[src/rtl/alu_issue_stage.sv]
// alu_issue_stage
// Decode-side producer for the EX ALU op interface. Takes one RV32I instruction
// plus its register operands per valid/ready handshake and decodes it into an
// ALU function code and two operands. The decoded op sits in an output register
// until EX consumes it, or until a flush kills it.
//
// Function codes:
//   0 add | 1 sub | 2 eq | 3 ltu | 4 lt | 5 and | 6 or | 7 xor
//   8 srl | 9 sll | 10 pass src2 | 11 sra
//
// Branches are decoded into a compare op. br_inv marks the branches that are
// taken when the ALU result is 0 (BNE/BGE/BGEU). Unsupported encodings still
// occupy a slot, so EX can raise the exception in program order. Such a slot
// carries illegal=1 and zero operands, and never writes rd.
module alu_issue_stage #(
    parameter int CNT_W = 32
) (
    input  logic             clk,
    input  logic             rstn,
    input  logic             flush,
    input  logic             in_valid,
    output logic             in_ready,
    input  logic [31:0]      inst,
    input  logic [31:0]      pc,
    input  logic [31:0]      rs1_data,
    input  logic [31:0]      rs2_data,
    output logic             out_valid,
    input  logic             out_ready,
    output logic [3:0]       alu_func,
    output logic [31:0]      alu_src1,
    output logic [31:0]      alu_src2,
    output logic [4:0]       rd,
    output logic             rd_we,
    output logic             br_inv,
    output logic             illegal,
    output logic [CNT_W-1:0] issued_cnt
);

    localparam logic [6:0] OPC_OP     = 7'b0110011;
    localparam logic [6:0] OPC_OP_IMM = 7'b0010011;
    localparam logic [6:0] OPC_LUI    = 7'b0110111;
    localparam logic [6:0] OPC_AUIPC  = 7'b0010111;
    localparam logic [6:0] OPC_JAL    = 7'b1101111;
    localparam logic [6:0] OPC_JALR   = 7'b1100111;
    localparam logic [6:0] OPC_LOAD   = 7'b0000011;
    localparam logic [6:0] OPC_STORE  = 7'b0100011;
    localparam logic [6:0] OPC_BRANCH = 7'b1100011;

    localparam logic [3:0] FN_ADD  = 4'd0;
    localparam logic [3:0] FN_SUB  = 4'd1;
    localparam logic [3:0] FN_EQ   = 4'd2;
    localparam logic [3:0] FN_LTU  = 4'd3;
    localparam logic [3:0] FN_LT   = 4'd4;
    localparam logic [3:0] FN_AND  = 4'd5;
    localparam logic [3:0] FN_OR   = 4'd6;
    localparam logic [3:0] FN_XOR  = 4'd7;
    localparam logic [3:0] FN_SRL  = 4'd8;
    localparam logic [3:0] FN_SLL  = 4'd9;
    localparam logic [3:0] FN_PASS = 4'd10;
    localparam logic [3:0] FN_SRA  = 4'd11;

    localparam logic [6:0] F7_BASE = 7'b0000000;
    localparam logic [6:0] F7_ALT  = 7'b0100000;

    // Instruction fields
    logic [6:0]  w_opc;
    logic [2:0]  w_f3;
    logic [6:0]  w_f7;
    logic [4:0]  w_rd_field;
    logic [31:0] w_imm_i;
    logic [31:0] w_imm_s;
    logic [31:0] w_imm_u;
    logic [31:0] w_shamt_imm;
    logic [31:0] w_shamt_reg;

    assign w_opc       = inst[6:0];
    assign w_f3        = inst[14:12];
    assign w_f7        = inst[31:25];
    assign w_rd_field  = inst[11:7];
    assign w_imm_i     = {{20{inst[31]}}, inst[31:20]};
    assign w_imm_s     = {{20{inst[31]}}, inst[31:25], inst[11:7]};
    assign w_imm_u     = {inst[31:12], 12'b0};
    assign w_shamt_imm = {27'b0, inst[24:20]};
    assign w_shamt_reg = {27'b0, rs2_data[4:0]};

    // Decoded op, before it is registered
    logic [3:0]  w_func;
    logic [31:0] w_src1;
    logic [31:0] w_src2;
    logic [4:0]  w_rd;
    logic        w_writes;
    logic        w_inv;
    logic        w_ill;
    logic        w_rd_we;

    // Handshake
    logic w_xfer_in;
    logic w_consume;

    // Output register
    logic             r_valid;
    logic [3:0]       r_func;
    logic [31:0]      r_src1;
    logic [31:0]      r_src2;
    logic [4:0]       r_rd;
    logic             r_rd_we;
    logic             r_inv;
    logic             r_ill;
    logic [CNT_W-1:0] r_cnt;

    // Decode the offered instruction into ALU function, operands and writeback info
    always_comb begin
        w_func   = FN_ADD;
        w_src1   = 32'b0;
        w_src2   = 32'b0;
        w_rd     = 5'b0;
        w_writes = 1'b0;
        w_inv    = 1'b0;
        w_ill    = 1'b0;

        case (w_opc)
            OPC_OP: begin
                w_src1   = rs1_data;
                w_src2   = rs2_data;
                w_rd     = w_rd_field;
                w_writes = 1'b1;
                case (w_f3)
                    3'b000: begin
                        if (w_f7 == F7_BASE)     w_func = FN_ADD;
                        else if (w_f7 == F7_ALT) w_func = FN_SUB;
                        else                     w_ill  = 1'b1;
                    end
                    3'b001: begin
                        w_func = FN_SLL;
                        w_src2 = w_shamt_reg;
                        w_ill  = (w_f7 != F7_BASE);
                    end
                    3'b010: begin
                        w_func = FN_LT;
                        w_ill  = (w_f7 != F7_BASE);
                    end
                    3'b011: begin
                        w_func = FN_LTU;
                        w_ill  = (w_f7 != F7_BASE);
                    end
                    3'b100: begin
                        w_func = FN_XOR;
                        w_ill  = (w_f7 != F7_BASE);
                    end
                    3'b101: begin
                        w_src2 = w_shamt_reg;
                        if (w_f7 == F7_BASE)     w_func = FN_SRL;
                        else if (w_f7 == F7_ALT) w_func = FN_SRA;
                        else                     w_ill  = 1'b1;
                    end
                    3'b110: begin
                        w_func = FN_OR;
                        w_ill  = (w_f7 != F7_BASE);
                    end
                    default: begin
                        w_func = FN_AND;
                        w_ill  = (w_f7 != F7_BASE);
                    end
                endcase
            end

            OPC_OP_IMM: begin
                w_src1   = rs1_data;
                w_src2   = w_imm_i;
                w_rd     = w_rd_field;
                w_writes = 1'b1;
                case (w_f3)
                    3'b000: w_func = FN_ADD;
                    3'b001: begin
                        w_func = FN_SLL;
                        w_src2 = w_shamt_imm;
                        w_ill  = (w_f7 != F7_BASE);
                    end
                    3'b010: w_func = FN_LT;
                    3'b011: w_func = FN_LTU;
                    3'b100: w_func = FN_XOR;
                    3'b101: begin
                        // inst[30] picks SRAI; every other funct7 bit must be clear
                        w_src2 = w_shamt_imm;
                        if (w_f7 == F7_BASE)     w_func = FN_SRL;
                        else if (w_f7 == F7_ALT) w_func = FN_SRA;
                        else                     w_ill  = 1'b1;
                    end
                    3'b110: w_func = FN_OR;
                    default: w_func = FN_AND;
                endcase
            end

            OPC_LUI: begin
                w_func   = FN_PASS;
                w_src2   = w_imm_u;
                w_rd     = w_rd_field;
                w_writes = 1'b1;
            end

            OPC_AUIPC: begin
                w_func   = FN_ADD;
                w_src1   = pc;
                w_src2   = w_imm_u;
                w_rd     = w_rd_field;
                w_writes = 1'b1;
            end

            OPC_JAL: begin
                // ALU produces the link value; the target is computed elsewhere
                w_func   = FN_ADD;
                w_src1   = pc;
                w_src2   = 32'd4;
                w_rd     = w_rd_field;
                w_writes = 1'b1;
            end

            OPC_JALR: begin
                w_func   = FN_ADD;
                w_src1   = pc;
                w_src2   = 32'd4;
                w_rd     = w_rd_field;
                w_writes = 1'b1;
                w_ill    = (w_f3 != 3'b000);
            end

            OPC_LOAD: begin
                w_func   = FN_ADD;
                w_src1   = rs1_data;
                w_src2   = w_imm_i;
                w_rd     = w_rd_field;
                w_writes = 1'b1;
                w_ill    = (w_f3 == 3'b011) || (w_f3 == 3'b110) || (w_f3 == 3'b111);
            end

            OPC_STORE: begin
                w_func = FN_ADD;
                w_src1 = rs1_data;
                w_src2 = w_imm_s;
                w_ill  = w_f3[2] || (w_f3 == 3'b011);
            end

            OPC_BRANCH: begin
                w_src1 = rs1_data;
                w_src2 = rs2_data;
                w_inv  = w_f3[0];
                case (w_f3[2:1])
                    2'b00:   w_func = FN_EQ;
                    2'b10:   w_func = FN_LT;
                    2'b11:   w_func = FN_LTU;
                    default: w_ill  = 1'b1;
                endcase
            end

            default: w_ill = 1'b1;
        endcase

        // An illegal slot carries no operands and no writeback
        if (w_ill) begin
            w_func   = FN_ADD;
            w_src1   = 32'b0;
            w_src2   = 32'b0;
            w_rd     = 5'b0;
            w_writes = 1'b0;
            w_inv    = 1'b0;
        end
    end

    assign w_rd_we   = w_writes && (w_rd != 5'd0);

    assign in_ready  = !r_valid || out_ready;
    assign w_xfer_in = in_valid && in_ready && !flush;
    assign w_consume = r_valid && out_ready && !flush;

    // Output register: flush kills, accept loads (also back-to-back), consume empties
    always_ff @(posedge clk) begin
        if (!rstn) begin
            r_valid <= 1'b0;
            r_func  <= 4'b0;
            r_src1  <= 32'b0;
            r_src2  <= 32'b0;
            r_rd    <= 5'b0;
            r_rd_we <= 1'b0;
            r_inv   <= 1'b0;
            r_ill   <= 1'b0;
        end else if (flush) begin
            r_valid <= 1'b0;
        end else if (w_xfer_in) begin
            r_valid <= 1'b1;
            r_func  <= w_func;
            r_src1  <= w_src1;
            r_src2  <= w_src2;
            r_rd    <= w_rd;
            r_rd_we <= w_rd_we;
            r_inv   <= w_inv;
            r_ill   <= w_ill;
        end else if (out_ready) begin
            r_valid <= 1'b0;
        end
    end

    // Count ops handed to EX; wraps naturally
    always_ff @(posedge clk) begin
        if (!rstn) begin
            r_cnt <= '0;
        end else if (w_consume) begin
            r_cnt <= r_cnt + CNT_W'(1);
        end
    end

    assign out_valid  = r_valid;
    assign alu_func   = r_func;
    assign alu_src1   = r_src1;
    assign alu_src2   = r_src2;
    assign rd         = r_rd;
    assign rd_we      = r_rd_we;
    assign br_inv     = r_inv;
    assign illegal    = r_ill;
    assign issued_cnt = r_cnt;

endmodule
[config.mk]
export PLATFORM = sky130hd
export DESIGN_NAME = alu_issue_stage
export DESIGN_NICKNAME = d
export VERILOG_FILES = /design/src/rtl/alu_issue_stage.sv
export SDC_FILE = /design/constraint.sdc
export NUM_CORES = 1
export LEC_CHECK = 0
export BUFFER_PORTS_ARGS = -buffer_cell sky130_fd_sc_hd__buf_2
export CAP_MARGIN = 25
export CORE_MARGIN = 4
export CORE_UTILIZATION = 40
export DETAILED_ROUTE_END_ITERATION = 12
export PLACE_DENSITY = 0.78
export SYNTH_ARGS = -nofsm -noshare
export SYNTH_HDL_FRONTEND = slang
export SYNTH_SLANG_ARGS = --single-unit
[constraint.sdc]
create_clock -name clk -period 2.4 [get_ports clk]
set_clock_uncertainty 0.15 [all_clocks]
set_input_delay 0.6 -clock clk [delete_from_list [all_inputs] [get_ports clk]]
set_output_delay 0.6 -clock clk [all_outputs]
set_load 0.05 [all_outputs]
==> results of run 1 <==
-- metrics by stage --
stage | total power (W) | hold slack (ns)
finish | 0.00378 | 0.303
global route | 0.00393 | 0.325
CTS | 0.00382 | 0.309
detailed placement | 0.00226 | 0.292
global placement | 0.00226 | 0.284
floorplan | 0.00204 | 0.466
-- synth_stat cells, drive strengths merged, types with 2 or more instances --
master,instances,area (um^2)
a22oi,2,15.0
ha,4,50.1
o31ai,7,52.6
a221o,19,190
o2bb2ai,5,43.8
a2bb2oi,2,17.5
a21oi,15,75.1
or4,3,22.5
nand2,27,101
o41ai,4,35.0
or2,2,12.5
o311ai,4,35.0
dfxtp,109,2180
o21ai,12,60.1
nor2,16,60.1
or3,4,25.0
nand2b,13,81.3
o22ai,2,12.5
inv,13,48.8
nor4,9,56.3
and2,25,156
a2111oi,2,18.8
buf,22,141
xnor2,10,87.6
o21a,2,15.0
and3,5,31.3
and4,3,26.3
a22o,39,342
o211ai,5,37.5
clkbuf,32,120
xor2,12,105
nor3,4,20.0
nand3,19,95.1
nand4,7,43.8
mux2i,5,50.1
a21boi,2,15.0
nor2b,5,31.3
a32o,67,671
-- final timing paths --
check             slack [ns]              to
hold reg to reg         0.30           rd[2]
setup / recovery        0.20  issued_cnt[27]
hold / removal          0.30           rd[2]
setup reg to reg        0.20  issued_cnt[27]
-- power groups by stage --
stage	clock network, W	registers (W)	logic, W
after floorplan	0	0.00187	0.000171
after global placement	0	0.00185	0.000403
after detailed placement	0	0.00185	0.000406
after CTS	0.00160	0.00181	0.000408
after global routing	0.00167	0.00181	0.000446
final	0.00156	0.00181	0.000410
-- worst min-delay path: stages (launching register included) --
cell and delay, ns:
dfxtp_1 0.33, nand2_1 0.04, o21ai_0 0.05
-- flip-flops by register name (all words and copies together), names as in the netlist --
| signal | count |
|---|---|
| alu_func | 4 |
| alu_src1 | 32 |
| alu_src2 | 32 |
| br_inv | 1 |
| illegal | 1 |
| issued_cnt | 32 |
| out_valid | 1 |
| rd | 5 |
| rd_we | 1 |
-- area by class of cell --
class | instances | area, um^2 | area share
repair buffers | 290 | 1690 | 0.229
inverters | 13 | 48.8 | 0.00663
well taps | 172 | 215 | 0.0293
flip-flops and latches | 109 | 2200 | 0.300
clock inverters | 3 | 21.3 | 0.00289
diodes | 1 | 2.50 | 0.000340
clock buffers | 13 | 303 | 0.0412
multi-input cells | 376 | 2870 | 0.391
-- layer usage --
layer	wire, um	vias up	GRT usage
li1	-	2656	-
met1	6950	2589	0.265
met2	8270	235	0.359
met3	1510	34	0.0828
met4	370	2	0.0768
met5	13	-	0
-- logic make-up (layout without fill, tap and decap cells) --
kind of cell / after synthesis / after routing
AND/OR/NAND/NOR: 148 / 148
flip-flops: 109 / 109
AO/OA/AOI/OAI: 196 / 196
multiplexers: 6 / 6
XOR/XNOR: 22 / 22
adder cells (fa/ha/maj): 4 / 4
other: 0 / 1
buffers and inverters: 67 / 319
-- timing repair --
item / 4_1_cts / 5_1_grt
pin swaps: 0 / 0
endpoints found under the setup margin: 1 / 8
resized for setup: 1 / 2
==> results by group, run 1 <==
Layout
  • Share of layout cells above drive strength 1: 0.415
  • Fin nets: approximately 940
  • Layout Cells excl Fill: 977
  • Final Cell Area: roughly 7400 um^2
  • Fin util: 0.573
  • Most common cell after layout, fill and taps aside: buf_2
  • Area grow syn2layout: 38.6%
  • Fill cells: around 1200
  • Commonest non-fill, non-tap cells in the layout: 241 x buf_2, 99 x dfxtp_1, 67 x a32o_1, 40 x buf_4, 39 x a22o_1

Logic synthesis
  • Yosys cell types: 56
  • Synth warn: 0
  • Mapped Cells: 552
  • Number of synthesized flops with an enable pin: 0
  • Syn Area/Cell: 9.62 um^2
  • Proportion of synthesized area in mux cells: 0.0116
  • Main synth FF type: dfxtp_1
  • Largest family of logic cells by synthesized area: compound AO/OA/AOI/OAI gates
  • Adder-Cell Fraction of Synth Area: 0.00943
  • Compound-cell area share of the yosys netlist: 0.319
  • Post-Synth Simple-Gate Area: 0.154
  • Seq cells post-synth: about 110
  • Asr flop ratio synth: 0
  • Netlist Area Pre-Place: 5310 um^2
  • Xor-xnor portion of the synthesized cell area: 0.0363
  • Post-synth net total: roughly 690
  • Sequential-to-total area share from yosys stat: 0.411

Pwr
  • Switching Fraction: 0.239
  • Clock Power Share: 0.413
  • P_int: about 0.0029 W
  • Combinational share of power: 0.108
  • P per Cell Area: 514 nW/um^2
  • Worst-case vdd ir drop: between 0.0005 and 0.0006 V
  • LEAKAGE: between 3 and 4 nW
  • Switching component of the power: approximately 0.00090 W
  • Sequential share of power: 0.479

Setup path
  • R2R depth: 5
  • Crit Path Max Fanout: 9
  • Crit path required time: between 2 and 2.5 ns
  • Kind of end point of the critical path: flip-flop
  • CP bufs+invs: 0
  • Setup crit start: issued_cnt[14]
  • CP max-delay cell: or4_4
  • Reg-to-Reg Start: issued_cnt[14]
  • Max incr delay on CP: 0.58 ns
  • CP Launch Type: flip-flop
  • Critical Path, Cell by Cell: nand4_1 -> or4_4 -> or3_4 -> o311ai_1 -> o41ai_1
  • Critical path depth in cells: 5
  • Top delay family on crit path: simple AND/OR/NAND/NOR gates
  • Critical Path AT: roughly 2.3 ns
  • CP Class: reg2reg

Run
  • Max Cap Viol: 0

Clocking
  • H-Tree Level Count: 3
  • Clock buffer depth: 2
  • Clock-pin slew on the worst setup and hold paths: approximately 0.070 ns
  • CTS Root Cell: clkbuf_16
  • Clk_lat worst skew: approximately 0.35 ns
  • Post-CTS Setup Bufs: 0
  • TritonCTS Buffers: 9
  • CTS tree: done
  • Hold_buf cts: 0
  • CTS Sinks: 109

Routing
  • Post-DRT Antenna Nets: 0
  • DRC: 0
  • DR WL/cell: roughly 18 um
  • Vias per cell: 5.65
  • DRT Pass-1 Iters: 5
  • Initial detailed-routing violation count: ~430
  • DR vias: roughly 5500
  • Final wirelength: between 15 and 20 mm

Die
  • Die Span Y: between 100 and 150 um
  • Chip Width: approximately 120 um
  • I/O Pins: 243
  • CORE AREA: 12800 um^2
  • Initial core utilization: 0.414
  • Die ar.: 15200 um^2
  • Rows: 41

Placement
  • Port Buf Inserts: between 200 and 250
  • Post-DP HPWL: roughly 13 mm
  • DP Cell Count: 960
  • Pre-CTS WS: -0.0664 ns
  • Dpl cell area: ~7000 um^2
  • GPL Wtd Cong: approximately 0.91

Timing
  • # setup viols final: 0
  • Slew Viols, Final: 0
  • Worst-Margin Slew: between 0.4 and 0.5 ns
  • RSZ-0062 raised after global routing: false
  • Final worst slack: around 0.2 ns
  • Hold Vio Cnt, Final: 0
  • F_max: 0.454 GHz
  • Final min period: ~2.2 ns
  • Max-slew headroom: 0.689
  • Setup TNS: 0 ns
  • Crit share post-route: 0.917

GRT
  • Initial antenna violation count: 2
  • Largest net degree at the start of global routing: between 100 and 150
  • Global route overflow: 0
  • Global-route wire length before repair: ~26 mm
  • Vias in the first global route: 5279
  • Global-route usage over all layers: 0.220

Run status
  • Status: completed

Min path
  • Hold_sp: rd[2]
  • Number of cells on the worst hold path: 2
  • Worst hold path class: reg2reg
No activity file was read; power rests on OpenSTA's default activity.
==> run 2, diff against run 1 <==
Settings changed: CTS_BUF_LIST set to sky130_fd_sc_hd__clkbuf_2 sky130_fd_sc_hd__clkbuf_4 sky130_fd_sc_hd__clkbuf_8.
==> run 2 against run 1 <==
First-iteration DRC count grew 0.47%; highest routed layer unchanged; utilization fell by 0.71 points; combinational power is essentially flat; clock power decreased by 19%; worst setup slack worse by 0.022 ns; non-clock buffer count stayed put; fmax shrank 0.98%; hold slack better by 0.0053 ns.
==> results by group, run 2 (synthesized netlist as in run 1, its figures left out) <==
Layout
  • Fin nets: around 940
  • Fill cells: 1212
  • FF+latch area: between 2000 and 2500 um^2
  • Multi-input logic area: 2870 um^2
  • Share of layout cells above drive strength 1: 0.415
  • Area grow syn2layout: 36.8%
  • Commonest non-fill, non-tap cells in the layout: 241 x buf_2, 99 x dfxtp_1, 67 x a32o_1, 40 x buf_4, 39 x a22o_1
  • Most common cell after layout, fill and taps aside: buf_2

Min path
  • Worst hold path class: reg2reg

Timing
  • Fin Hold WS: between 0.3 and 0.4 ns
  • Max-slew headroom: 0.688
  • F_max: 0.450 GHz
  • Crit share post-route: 0.926
  • Worst-Margin Slew: 0.466 ns
  • RSZ-0062 raised after global routing: false
  • Final min period: around 2.2 ns
  • Slew Viols, Final: 0
  • # setup viols final: 0
  • Hold Vio Cnt, Final: 0

GRT
  • Global-route wire length before repair: 26.4 mm
  • Global-route usage over all layers: 0.218
  • Initial antenna violation count: 2
  • GR Util met1: 0.266
  • Busiest grt layer: met2
  • Met3 usage: 0.0773
  • Largest net degree at the start of global routing: 102
  • Met2 global-route usage: 0.358
  • Global route overflow: 0
  • Vias in the first global route: 5287

Routing
  • DR WL/cell: between 15 and 20 um
  • Final wirelength: 17.2 mm
  • Post-DRT Antenna Nets: 0
  • Vias per cell: ~5.7
  • DRC: 0
  • DR vias: between 5000 and 6000
  • Initial detailed-routing violation count: approximately 430
  • DRT Pass-1 Iters: 7

Setup path
  • Kind of end point of the critical path: flip-flop
  • Crit path required time: approximately 2.5 ns
  • Critical Path AT: around 2.3 ns
  • CP Launch Type: flip-flop
  • Crit Path Max Fanout: 9
  • CP Class: reg2reg

Clocking
  • CTS Sinks: roughly 110
  • TritonCTS Buffers: 9
  • Clk_lat worst skew: between 0.3 and 0.4 ns
  • Post-CTS Setup Bufs: 0
  • Clock buffer depth: 2
  • CTS tree: done
  • CTS Root Cell: clkbuf_8
  • H-Tree Level Count: 3
  • Hold_buf cts: 0
  • Clock-pin slew on the worst setup and hold paths: ~0.09 ns

Placement
  • Post-DP HPWL: 12.8 mm
  • GPL Wtd Cong: a little over 0.9
  • Port Buf Inserts: 242

Die
  • Chip Width: between 100 and 150 um
  • Initial core utilization: 0.414
  • Die ar.: approximately 15000 um^2
  • I/O Pins: 243
  • Rows: a little over 40
  • Die Span Y: approximately 120 um
  • CORE AREA: between 10000 and 15000 um^2

Pwr
  • P per Cell Area: roughly 480 nW/um^2
  • Final Total Pwr: about 0.0035 W
  • Worst-case vdd ir drop: about 0.00046 V
  • LEAKAGE: 3.31 nW

Run status
  • Status: completed

Run
  • Max Cap Viol: 0
## run 2: changes by cell type in the layout (fill, tap and decap cells not counted)
cell	before	now
bufinv_16	0	2
clkbuf_8	2	11
clkbuf_16	11	0
## run 2: cell type report
class	count	area share
Inverter	13	0.00672
Sequential cell	109	0.304
Clock buffer	11	0.0208
Tap cell	172	0.0296
Multi-Input combinational cell	376	0.396
Timing Repair Buffer	290	0.232
Antenna cell	1	0.000345
Clock inverter	5	0.0112
## run 2: where the power goes
group / total, W / switching, W / internal, W / leakage (nW)
clock: 0.00126 / 0.000613 / 0.000647 / 0.116
sequential: 0.00181 / 0.00000281 / 0.00181 / 0.884
combinational: 0.000410 / 0.000229 / 0.000181 / 2.31
## run 2: path summary, 6_finish.rpt
check | startpoint | endpoint | slack, ns | depth (start not counted)
setup / recovery | issued_cnt[14] | issued_cnt[27] | 0.18 | 5
hold / removal | rd[2] | rd[2] | 0.31 | 2
setup reg to reg | issued_cnt[14] | issued_cnt[27] | 0.18 | 5
hold reg to reg | rd[2] | rd[2] | 0.31 | 2
## run 2: worst max-delay path: stages, from the launching register on
cell and delay, ns:
dfxtp_4 0.38, nand4_1 0.11, or4_4 0.58, or3_4 0.45
o311ai_1 0.31, o41ai_1 0.12
## run 2: repair_timing
| item | in CTS | in global routing |
|---|---|---|
| endpoints found under the setup margin | 3 | 6 |
| pin swaps | 0 | 0 |
| gates resized for setup | 2 | 1 |
## run 2: metrics by stage
| stage | utilization | setup TNS [ns] | area (um^2) | cells | setup WS, ns |
|---|---|---|---|---|---|
| after global placement | 0.547 | -2.16 | 7020 | 960 | -0.0547 |
| after CTS | 0.566 | 0 | 7260 | 976 | 0.0820 |
| after global routing | 0.566 | 0 | 7260 | 977 | 0.0497 |
| after detailed placement | 0.547 | -3.06 | 7020 | 960 | -0.0664 |
| after floorplan | - | -0.345 | 5360 | 552 | -0.0252 |
| final | 0.566 | 0 | 7260 | 977 | 0.177 |
## run 2: per-layer routing
layer  part of all wire  up-vias
li1                   -     2654
met2               0.49      259
met5            0.00076        -
met4              0.024        2
met1               0.40     2600
met3              0.094       31
